===== src/rtl/irq_pkg.sv =====
// Shared constants for the interrupt arbiter: cause codes, eligibility bit
// positions and the 3-bit FSM state encoding.
package irq_pkg;

   localparam int CW = 4;

   localparam logic [3:0] CAUSE_EXT = 4'd11;
   localparam logic [3:0] CAUSE_SFT = 4'd3;
   localparam logic [3:0] CAUSE_TMR = 4'd7;

   localparam int ELIG_TMR = 0;
   localparam int ELIG_SFT = 1;
   localparam int ELIG_EXT = 2;

   localparam logic [2:0] ST_IDLE    = 3'd0;
   localparam logic [2:0] ST_DEFER   = 3'd1;
   localparam logic [2:0] ST_REQ     = 3'd2;
   localparam logic [2:0] ST_HANDLER = 3'd3;
   localparam logic [2:0] ST_COOL    = 3'd4;

endpackage


===== src/rtl/irq_prio_enc.sv =====
// Fixed-priority encoder turning the eligible interrupt set into a cause
// code (ext > sft > tmr) plus a valid flag.
module irq_prio_enc #(
   parameter int CW = 4
) (
   input  logic [2:0]    elig_i,
   output logic          valid_o,
   output logic [CW-1:0] cause_o
);
   import irq_pkg::*;

   always_comb begin
      // NOTE: every output gets a default first so no path leaves it unassigned (no latch).
      valid_o = |elig_i;
      cause_o = '0;
      if (elig_i[ELIG_EXT])      cause_o = CW'(CAUSE_EXT);
      else if (elig_i[ELIG_SFT]) cause_o = CW'(CAUSE_SFT);
      else if (elig_i[ELIG_TMR]) cause_o = CW'(CAUSE_TMR);
   end

endmodule


===== src/rtl/irq_arbiter.sv =====
// Interrupt sequencer: qualifies pending levels, defers across flushes,
// runs a single-outstanding req/ack handshake and a post-mret hold-off.
module irq_arbiter #(
   parameter int HOLDOFF = 2,
   parameter int CW      = irq_pkg::CW
) (
   input  logic          clk,
   input  logic          rst,
   input  logic          irq_i_tmr,
   input  logic          irq_i_sft,
   input  logic          irq_i_ext,
   input  logic          irq_i_mtie,
   input  logic          irq_i_msie,
   input  logic          irq_i_meie,
   input  logic          irq_i_gie,
   input  logic          irq_i_bjp_flush,
   input  logic          irq_i_retire,
   input  logic          irq_i_ack,
   input  logic          irq_i_mret,
   output logic          irq_o_req,
   output logic [CW-1:0] irq_o_cause,
   output logic          irq_o_pc_sel,
   output logic          irq_o_ext_ack,
   output logic          irq_o_busy
);
   import irq_pkg::*;

   localparam logic [3:0] HOLD_LOAD = 4'(HOLDOFF - 1);

   logic [2:0]    elig;
   logic          enc_valid;
   logic [CW-1:0] enc_cause;

   logic [2:0]    state_q, state_d;
   logic [CW-1:0] cause_q, cause_d;
   logic          pc_sel_q, pc_sel_d;
   logic          req_q, req_d;
   logic          ext_ack_q, ext_ack_d;
   logic          busy_q, busy_d;
   logic [3:0]    cnt_q, cnt_d;

   assign elig = {irq_i_ext & irq_i_meie,
                  irq_i_sft & irq_i_msie,
                  irq_i_tmr & irq_i_mtie} & {3{irq_i_gie}};

   irq_prio_enc #(.CW(CW)) u_prio_enc (
      .elig_i  (elig),
      .valid_o (enc_valid),
      .cause_o (enc_cause)
   );

   always_comb begin
      state_d   = state_q;
      cause_d   = cause_q;
      pc_sel_d  = pc_sel_q;
      cnt_d     = cnt_q;
      ext_ack_d = 1'b0;
      case (state_q)
         ST_IDLE: begin
            // A flush takes precedence: the interrupted pc is the one being flushed to.
            if (enc_valid && irq_i_bjp_flush) begin
               state_d  = ST_DEFER;
               cause_d  = enc_cause;
               pc_sel_d = 1'b1;
            end else if (enc_valid && irq_i_retire) begin
               state_d  = ST_REQ;
               cause_d  = enc_cause;
               pc_sel_d = 1'b0;
            end
         end
         ST_DEFER: begin
            if (!irq_i_bjp_flush && irq_i_retire) state_d = ST_REQ;
         end
         ST_REQ: begin
            if (irq_i_ack) begin
               state_d   = ST_HANDLER;
               ext_ack_d = (cause_q == CW'(CAUSE_EXT));
            end
         end
         ST_HANDLER: begin
            if (irq_i_mret) begin
               state_d = ST_COOL;
               cnt_d   = HOLD_LOAD;
            end
         end
         ST_COOL: begin
            if (cnt_q == '0) state_d = ST_IDLE;
            else             cnt_d   = cnt_q - 4'd1;
         end
         default: state_d = ST_IDLE;
      endcase
   end

   assign req_d  = (state_d == ST_REQ);
   assign busy_d = (state_d == ST_HANDLER) || (state_d == ST_COOL);

   always_ff @(posedge clk or posedge rst) begin
      if (rst) begin
         state_q   <= ST_IDLE;
         cause_q   <= '0;
         pc_sel_q  <= 1'b0;
         req_q     <= 1'b0;
         ext_ack_q <= 1'b0;
         busy_q    <= 1'b0;
         cnt_q     <= '0;
      end else begin
         // NOTE: non-blocking updates so every flop samples pre-edge values.
         state_q   <= state_d;
         cause_q   <= cause_d;
         pc_sel_q  <= pc_sel_d;
         req_q     <= req_d;
         ext_ack_q <= ext_ack_d;
         busy_q    <= busy_d;
         cnt_q     <= cnt_d;
      end
   end

   assign irq_o_req     = req_q;
   assign irq_o_cause   = cause_q;
   assign irq_o_pc_sel  = pc_sel_q;
   assign irq_o_ext_ack = ext_ack_q;
   assign irq_o_busy    = busy_q;

endmodule

===== config.mk =====
export PLATFORM = sky130hd
export DESIGN_NAME = irq_arbiter
export DESIGN_NICKNAME = d
export VERILOG_FILES = /design/src/rtl/irq_pkg.sv /design/src/rtl/irq_prio_enc.sv /design/src/rtl/irq_arbiter.sv
export SDC_FILE = /design/constraint.sdc
export NUM_CORES = 1
export LEC_CHECK = 0
export CORE_ASPECT_RATIO = 0.9
export CORE_MARGIN = 8
export CORE_UTILIZATION = 25
export DETAILED_ROUTE_END_ITERATION = 8
export REMOVE_ABC_BUFFERS = 1
export SLEW_MARGIN = 0
export SYNTH_ARGS = -nofsm -noshare
export SYNTH_HDL_FRONTEND = slang
export SYNTH_SLANG_ARGS = --single-unit

===== constraint.sdc =====
create_clock -name clk -period 2 [get_ports clk]
set_input_delay 0.4 -clock clk [delete_from_list [all_inputs] [get_ports clk]]
set_output_delay 0.4 -clock clk [all_outputs]
set_load 0.02 [all_outputs]

# After elaboration in Yosys (flattened, before gate mapping)
# Cells that the tools add are included.
[word_totals] ff_bits=15 output_inout_bits=8 word_cells=53 inputBits=13
[op_classes] n_eq_ne=10 n_reduce_logical=12 n_addsub=1 n_bitwise=4 mux=19
[op_table] operator="$mux 4" n=6
[op_table] operator="$mux 3" n=7
[op_table] operator="$pmux 3 s5" n=1
[op_table] operator="$eq 3x2->1 const B" n=4
[op_table] operator="$pmux 4 s2" n=1
[op_table] operator="$eq 3x3->1 const B" n=2
[op_table] operator="$eq 4x4->1 const B" n=1
[op_table] operator="$logic_not 4->1" n=1
[op_table] operator="$mux 1" n=4
[op_table] operator="$ne 2x2->1 const B" n=2
[op_table] operator="$reduce_bool 2->1" n=2
[op_table] operator="$sub 4x1->4 const B" n=1
[op_table] operator="$and 1x1->1" n=3
[op_table] operator="$and 3x3->3" n=1
[op_table] operator="$eq 3x1->1 const B" n=1
[op_table] operator="$logic_and 1x1->1" n=3
[op_table] operator="$logic_not 3->1" n=1
[op_table] operator="$reduce_and 3->1" n=1
[op_table] operator="$reduce_or 3->1" n=1
[op_table] operator="$reduce_and 2->1" n=1
[op_table] operator="$logic_not 1->1" n=1
[op_table] operator="$logic_or 1x1->1" n=1

# Logic depth before layout (Yosys ltp)
# Gate-level depths: netlist of run 1.
[logic_depth] word_depth=9 depth_mapped=6 ltp_nobuf=6

# Cells and area by module
# Synthesis of run 1 repeated with hierarchy kept, for this count alone.
[hier_totals] cells_unflattened=74 hier_area_um2=782.0
[by_module_without_submodules] mod="irq_arbiter" area_per_inst_um2=745.7 cells_each=69 instances=1
[by_module_without_submodules] mod="irq_prio_enc" area_per_inst_um2=36.3 cells_each=5 instances=1

# Least setup slack after synthesis of run 1
# OpenSTA, ideal clock, no wires.
[synth_path] path_type="register to register" from="register cnt_q[0]" to="register busy_q, in the netlist irq_o_busy" setup_ns=0.125 required_time_ns=1.875 t_arrival_ns=1.500 stages_incl_launch_ff=7 slack_ns=0.375 path_cell_list="dfrtp_1 > inv_1 > ha_1 > or3b_2 > nand3_1 > nand2_1 > mux2_2"
[synth_between] elab_chain_cells=5 elab_cells_between_ends=6
[synth_rtl] element="start: declaration" line="irq_arbiter.sv:40" source="logic [3:0] cnt_q, cnt_d;"
[synth_rtl] element="start signal: assignment" line="irq_arbiter.sv:114" source="cnt_q <= cnt_d;"
[synth_rtl] element="$logic_not 4->1 *" line="irq_arbiter.sv:87" source="if (cnt_q == '0) state_d = ST_IDLE;"
[synth_rtl] element="$mux 3 *" line="irq_arbiter.sv:87"
[synth_rtl] element="$pmux 3 s5 *" line="irq_arbiter.sv:58" source="case (state_q)"
[synth_rtl] element="net state_d[2]" line="irq_arbiter.sv:34" source="logic [2:0] state_q, state_d;"
[synth_rtl] element="$eq 3x2->1 or $eq 3x3->1 (tied branches)" line="irq_arbiter.sv:95" source="assign busy_d = (state_d == ST_HANDLER) || (state_d == ST_COOL);"
[synth_rtl] element="$logic_or 1x1->1 *" line="irq_arbiter.sv:95"
[synth_rtl] element="net busy_d" line="irq_arbiter.sv:39" source="logic busy_q, busy_d;"
[synth_rtl] element="end signal: assignment" line="irq_arbiter.sv:113" source="busy_q <= busy_d;"
[synth_rtl] element="end: declaration" line="irq_arbiter.sv:39"
# The timed path passes the listed nets; every way through them passes the cells marked *.
# A chain may end at the register's enable or synchronous reset.

# Worst setup path after layout of run 1
[layout_path] from="input port irq_i_mtie" to="register cause_q[2], in the netlist irq_o_cause[2]"
[layout_between] elab_chain_cells=7 elab_cells_between_ends=12
[layout_rtl] element="start: declaration" line="irq_arbiter.sv:12" source="input logic irq_i_mtie,"
[layout_rtl] element="$and 1x1->1 *" line="irq_arbiter.sv:44" source="irq_i_tmr & irq_i_mtie} & {3{irq_i_gie}};"
[layout_rtl] element="$and 3x3->3 *" line="irq_arbiter.sv:44"
[layout_rtl] element="$mux 3" line="irq_prio_enc.sv:18" source="else if (elig_i[ELIG_TMR]) cause_o = CW'(CAUSE_TMR);"
[layout_rtl] element="$mux 4" line="irq_prio_enc.sv:17" source="else if (elig_i[ELIG_SFT]) cause_o = CW'(CAUSE_SFT);"
[layout_rtl] element="$mux 4" line="irq_prio_enc.sv:16" source="if (elig_i[ELIG_EXT]) cause_o = CW'(CAUSE_EXT);"
[layout_rtl] element="$mux 4" line="irq_arbiter.sv:65" source="end else if (enc_valid && irq_i_retire) begin"
[layout_rtl] element="$mux 4" line="irq_arbiter.sv:61" source="if (enc_valid && irq_i_bjp_flush) begin"
[layout_rtl] element="end signal: assignment" line="irq_arbiter.sv:109" source="cause_q <= cause_d;"
[layout_rtl] element="end: declaration" line="irq_arbiter.sv:35" source="logic [CW-1:0] cause_q, cause_d;"
# Every way passes the cells marked *; elsewhere a longest branch is shown, timed or not. The select of a mux whose other input is x is not followed.

==> results by group, run 1 <==
Critical path
  – Slowest-stage cell, CP: clkdlybuf4s50_1
  – Crit path launch type: input pin
  – Worst endpoint required time: 2160 ps
  – Worst-path fanout max: 4
  – CP cell instances: clkdlybuf4s50_1 -> a222oi_1 -> nor4bb_2 -> o21a_1 -> mux2_2
  – CP Capture Type: flop
  – Family with the most delay on the worst path: buffers and inverters
  – Worst Path Arrival: 2010 ps
  – Peak per-stage delay on the critical path: 480 ps
  – WP buf/inv: 1
  – CP Class: in2reg

Placement
  – Port Buffers: 20
  – Detail Placement HPWL: 1247 um
  – Gp weighted congestion: 0.7247

Clock network
  – TritonCTS Buffers: 3
  – Maximum clock insertion buffer count: 2
  – Clk root buf: clkbuf_4
  – CTS tree: yes
  – Post-CTS Resized: 0
  – CTS sink cnt: 14
  – H-tree depth: 1
  – Reg clk slew, reported paths: 80 ps
  – Skew-Pair Late Insertion Delay: 280 ps
  – Hold Buf Count CTS: 0
  – Number of setup buffers added after CTS: 0

Drt
  – Initial DRC count: 28
  – Via density: 4.636
  – ANT nets after route: 0
  – Post-Route WL: 1504 um
  – DR vias: 561
  – DR DRC count: 0
  – DRT Pass-1 Iters: 4
  – Avg WL per Cell: 12.43 um

Power and ir drop
  – VDD IR-drop max: 0.0005914 V
  – Pwr dens: 1172 mW/mm^2
  – Design Power: 1171 uW
  – Leak: 0.0004563 uW

GRT
  – First-pass GRT wire length: 2504 um
  – GRT Overall Usage: 6.601%
  – Initial antenna violation count: 0
  – Gr ovfl total: 0
  – Largest net degree at the start of global routing: 15
  – Vias in the first global route: 591

Floorplanning
  – Initial Util: 25.68%
  – Die Y: 65.78 um
  – Rows: 18
  – Core Area: 0.002680 sq mm
  – Die X: 71.31 um
  – IO Count: 21
  – Die Footprint: 0.004690 sq mm

Synth
  – Synthesized cell area: 688.2 sq um
  – Register bit total from synthesis: 14
  – Library cells used by synthesis: 29
  – Adder-cell share of the synthesized area: 3.636%
  – Syn Inst Count: 62
  – Post-Synth XOR/XNOR Area: 2.545%
  – Ys flop type: dfrtp_1
  – Post-synthesis mux area share: 6.545%
  – Simple-Gate Fraction of Synth Area: 21.45%
  – Post-synth ARST share: 100.0%
  – Average cell area after synthesis: 11.10 sq um
  – Yosys warning total: 0
  – EDFF count, synth: 0
  – Area fraction in compound gates after synthesis: 11.09%
  – Largest family of logic cells by synthesized area: simple AND/OR/NAND/NOR gates
  – Seq/Total Area, Yosys: 50.91%

Cells and area
  – # fillers: 257
  – Share of layout cells above drive strength 1: 21.98%
  – Most frequent cells in the layout: clkdlybuf4s50_1, dfrtp_1, buf_4
  – Area grow syn2layout: 45.27%
  – Antenna fix cells: 0
  – Nets: 107
  – Util after Layout: 37.30%
  – Commonest non-fill, non-tap cell in the layout: clkdlybuf4s50_1

STA
  – RSZ-0062 raised after global routing: no
  – Period utilisation layout: 92.04%
  – Final setup skew: 4.299 ps
  – Setup Viol. Count Final: 0
  – Minimum clock period: 1841 ps
  – Slew @ Worst Pin: 517.2 ps
  – Pins over their slew limit: 0
  – Slew Limit Headroom: 65.48%
  – FMAX: 543.2 MHz
  – Final hold violations: 0

Status
  – Status: completed

Job
  – Max cap viols: 0

Hold path
  – Hold Crit Class: in2async
-- worst paths after layout --
check	slack, ps	endpoint	startpoint	cells past startpoint
max	160	irq_o_cause[2]	irq_i_mtie	5
min	450	state_q[2]	rst	2
max reg2reg	260	irq_o_busy	cnt_q[0]	6
min reg2reg	510	irq_o_pc_sel	irq_o_pc_sel	1
max in group asynchronous	1200	cnt_q[1]	rst	2
min in group clk	510	irq_o_pc_sel	irq_o_pc_sel	1
-- Yosys cell counts, types with 2 or more instances --
| master | instances | area, sq um |
|---|---|---|
| dfrtp_1 | 14 | 350.3 |
| inv_1 | 5 | 18.77 |
| mux2_2 | 4 | 45.04 |
| nand2_1 | 4 | 15.01 |
| nor2_1 | 4 | 15.01 |
| nand3_1 | 3 | 15.01 |
| and3_1 | 2 | 12.51 |
| ha_1 | 2 | 25.02 |
| nand4_1 | 2 | 12.51 |
| nor3_1 | 2 | 10.01 |
| xor2_1 | 2 | 17.52 |
-- layout make-up --
cell class                      count  area [sq um]  share of cell area (%)
Inverter                            5         18.77                   1.877
Clock buffer                        4         36.28                   3.630
Multi-Input combinational cell     42         311.5                   31.16
Sequential cell                    14         350.3                   35.04
Timing Repair Buffer               26         245.2                   24.53
Tap cell                           30         37.54                   3.755
-- sequential cells by signal, summed over array words and instances (netlist names) --
signal         count
cnt_q              4
irq_o_busy         1
irq_o_cause        3
irq_o_ext_ack      1
irq_o_pc_sel       1
irq_o_req          1
state_q            3
-- stage by stage --
stage               cells  area, sq um  hold WS [ps]  setup slack [ps]  TNS [ps]
global placement      117        963.4         485.7            -92.13    -287.5
floorplan              61        680.7         289.2             375.3         0
global route          121        999.7         490.5             56.75         0
CTS                   121        999.7         479.5             178.2         0
finish                121        999.7         451.2             159.2         0
detailed placement    117        963.4         491.7            -115.4    -297.3
-- logic make-up after synthesis --
group	after synthesis
fa+ha+maj	2
simple gates	25
compound gates	9
mux	4
flops	14
xor+xnor	2
buf+inv	6
-- worst register-to-register path, stage by stage, from the launching register on --
cell and delay, ps:
dfrtp_1 390, inv_1 100, ha_1 140, or3b_2 460, nand3_1 150, nand2_1 110
mux2_2 270
-- routing by layer --
metal | track usage (%) | wire length [um]
met2 | 10.77 | 712
met1 | 7.897 | 677
met3 | 1.818 | 90
met5 | 0 | 0
met4 | 3.109 | 23
-- where the power goes --
group / internal [uW] / total [uW] / switching, uW
logic: 276 / 499 / 223
registers: 382 / 471 / 89.8
clock network: 111 / 200 / 89.7
total: 769 / 1170 / 403
(Power assumes the default switching activity.)
==> run 2, diff against run 1 <==
--- a/config.mk
+++ b/config.mk
@@ -13,4 +13,5 @@
 export SLEW_MARGIN = 0
 export SYNTH_ARGS = -nofsm -noshare
 export SYNTH_HDL_FRONTEND = slang
+export SYNTH_HIERARCHICAL = 1
 export SYNTH_SLANG_ARGS = --single-unit
==> results by group, run 2 <==
Status
  – Status: completed

Clock network
  – CTS tree: yes
  – Clk root buf: clkbuf_4
  – Skew-Pair Late Insertion Delay: 290 ps
  – Maximum clock insertion buffer count: 2
  – H-tree depth: 1
  – Hold Buf Count CTS: 0
  – Reg clk slew, reported paths: 100 ps
  – TritonCTS Buffers: 3
  – CTS sink cnt: 15

STA
  – Minimum clock period: 1866 ps
  – Setup Viol. Count Final: 0
  – Pins over their slew limit: 0
  – Slew Limit Headroom: 61.96%
  – Slew @ Worst Pin: 569.9 ps
  – Period utilisation layout: 93.28%
  – Final setup skew: 3.914 ps
  – Tightest hold margin: 451.8 ps
  – FMAX: 536.0 MHz
  – RSZ-0062 raised after global routing: no
  – Final hold violations: 0
  – Setup TNS: 0 ps

Drt
  – Via density: 4.504
  – Avg WL per Cell: 12.83 um
  – DR DRC count: 0
  – Initial DRC count: 64
  – Post-Route WL: 1784 um
  – ANT nets after route: 0
  – DRT Pass-1 Iters: 4
  – DR vias: 626

Hold path
  – Hold Crit Class: in2async

Synth
  – Library cells used by synthesis: 29
  – Top cells by area, synth: dfrtp_1, mux2_2, buf_4
  – Top-area cell type share of the netlist area: 48.00%
  – Most common cell in the netlist: dfrtp_1
  – Synthesized cell area: 782.0 sq um
  – Syn Inst Count: 74
  – Average cell area after synthesis: 10.57 sq um
  – Leading post-synthesis cells by instance count: dfrtp_1, nand2_1, inv_1, buf_4, mux2_2
  – EDFF count, synth: 0
  – Ys flop type: dfrtp_1
  – Post-synth ARST share: 100.0%
  – Largest area contributor in the netlist: dfrtp_1
  – Seq/Total Area, Yosys: 48.00%
  – Yosys warning total: 6
  – Register bit total from synthesis: 15

Power and ir drop
  – VDD IR-drop max: 0.0004672 V
  – Design Power: 1276 uW
  – Pwr dens: 1206 mW/mm^2
  – Leak: 0.0004714 uW

Critical path
  – CP Class: in2reg
  – Worst-path fanout max: 4
  – Crit path launch type: input pin
  – Worst Path Arrival: 2050 ps
  – Worst endpoint required time: 2180 ps
  – CP Capture Type: flop

Floorplanning
  – Die Footprint: 0.005176 sq mm
  – Die Y: 69.06 um
  – Die X: 74.96 um
  – Core Area: 0.003019 sq mm
  – Initial Util: 25.90%
  – Rows: 19
  – IO Count: 21

Placement
  – Gp weighted congestion: 0.7860
  – Detail Placement HPWL: 1416 um
  – Port Buffers: 20

Cells and area
  – # fillers: 311
  – Share of layout cells above drive strength 1: 18.56%
  – Area grow syn2layout: 35.36%
  – Nets: 113
  – Most frequent cells in the layout: clkdlybuf4s50_1, dfrtp_1, nand2_1
  – Antenna fix cells: 0
  – Multi-input logic area: 350.3 sq um
  – Commonest non-fill, non-tap cell in the layout: clkdlybuf4s50_1
  – Util after Layout: 35.06%
  – Reg area: 375.4 sq um

GRT
  – Vias in the first global route: 702
  – Gr ovfl total: 0
  – Largest net degree at the start of global routing: 16
  – First-pass GRT wire length: 3201 um
  – GRT Overall Usage: 7.952%
  – Initial antenna violation count: 0

Job
  – Max cap viols: 0
## run 2: kinds of logic (layout without fill, tap and decap cells)
logic type / Yosys count / in the layout / share of synthesized area (%)
muxes: 6 / 6 / 8.959
adders and majority gates: 2 / 2 / 3.199
AOI/OAI and AO/OA: 11 / 11 / 9.761
DFF: 15 / 15 / 48.00
buffers and inverters: 11 / 34 / 7.359
and+or+nand+nor: 29 / 29 / 22.72
## run 2: path summary, 6_finish.rpt
| check | startpoint | endpoint | slack, ps | cells past startpoint |
|---|---|---|---|---|
| worst max-delay path | irq_i_gie | irq_o_cause[2] | 130 | 6 |
| worst min-delay path | rst | cnt_q[0] | 450 | 2 |
| worst max register to register | state_q[0] | cnt_q[0] | 360 | 3 |
| worst min register to register | irq_o_pc_sel | irq_o_pc_sel | 510 | 1 |
| max in group asynchronous | rst | state_q[0] | 1170 | 2 |
| min in group clk | irq_o_pc_sel | irq_o_pc_sel | 510 | 1 |
## run 2: worst max-delay path, cell delays in order
cell	delay, ps
clkdlybuf4s50_1	430
and3_1	200
or3_1	390
nor4b_2	180
o21a_2	170
mux2_2	280
## run 2: what timing repair did
action,CTS,global route
gates resized for setup,0,1
setup buffers,0,0
endpoints found under the setup margin,0,3
## run 2: layout make-up
class	count	share of cell area (%)
inverters	6	2.128
clock inverters	1	0.4728
multi-input cells	48	33.10
repair buffers	24	21.75
flip-flops and latches	15	35.46
well taps	42	4.965
clock buffers	3	2.128
## run 2: routing by layer
metal  track usage, %  wire length, um  up-vias
met2            12.76              933       10
met4            5.217               44        0
met1            8.846              720      305
li1                 -                -      307
met5                0                0        -
met3            2.023               86        4
## run 2: where the power goes
group	internal, uW	switching, uW	leakage (uW)
Sequential	416	102	0.000194
Combinational	308	268	0.000260
Clock	74.4	107	0.0000177
## run 2: per-stage QoR
step	worst slack, ps	area [sq um]	cells
floorplan	292.0	747.0	69
global placement	-126.5	1030	135
detailed placement	-191.4	1030	135
CTS	108.5	1057	139
global route	37.54	1059	139
finish	134.4	1059	139
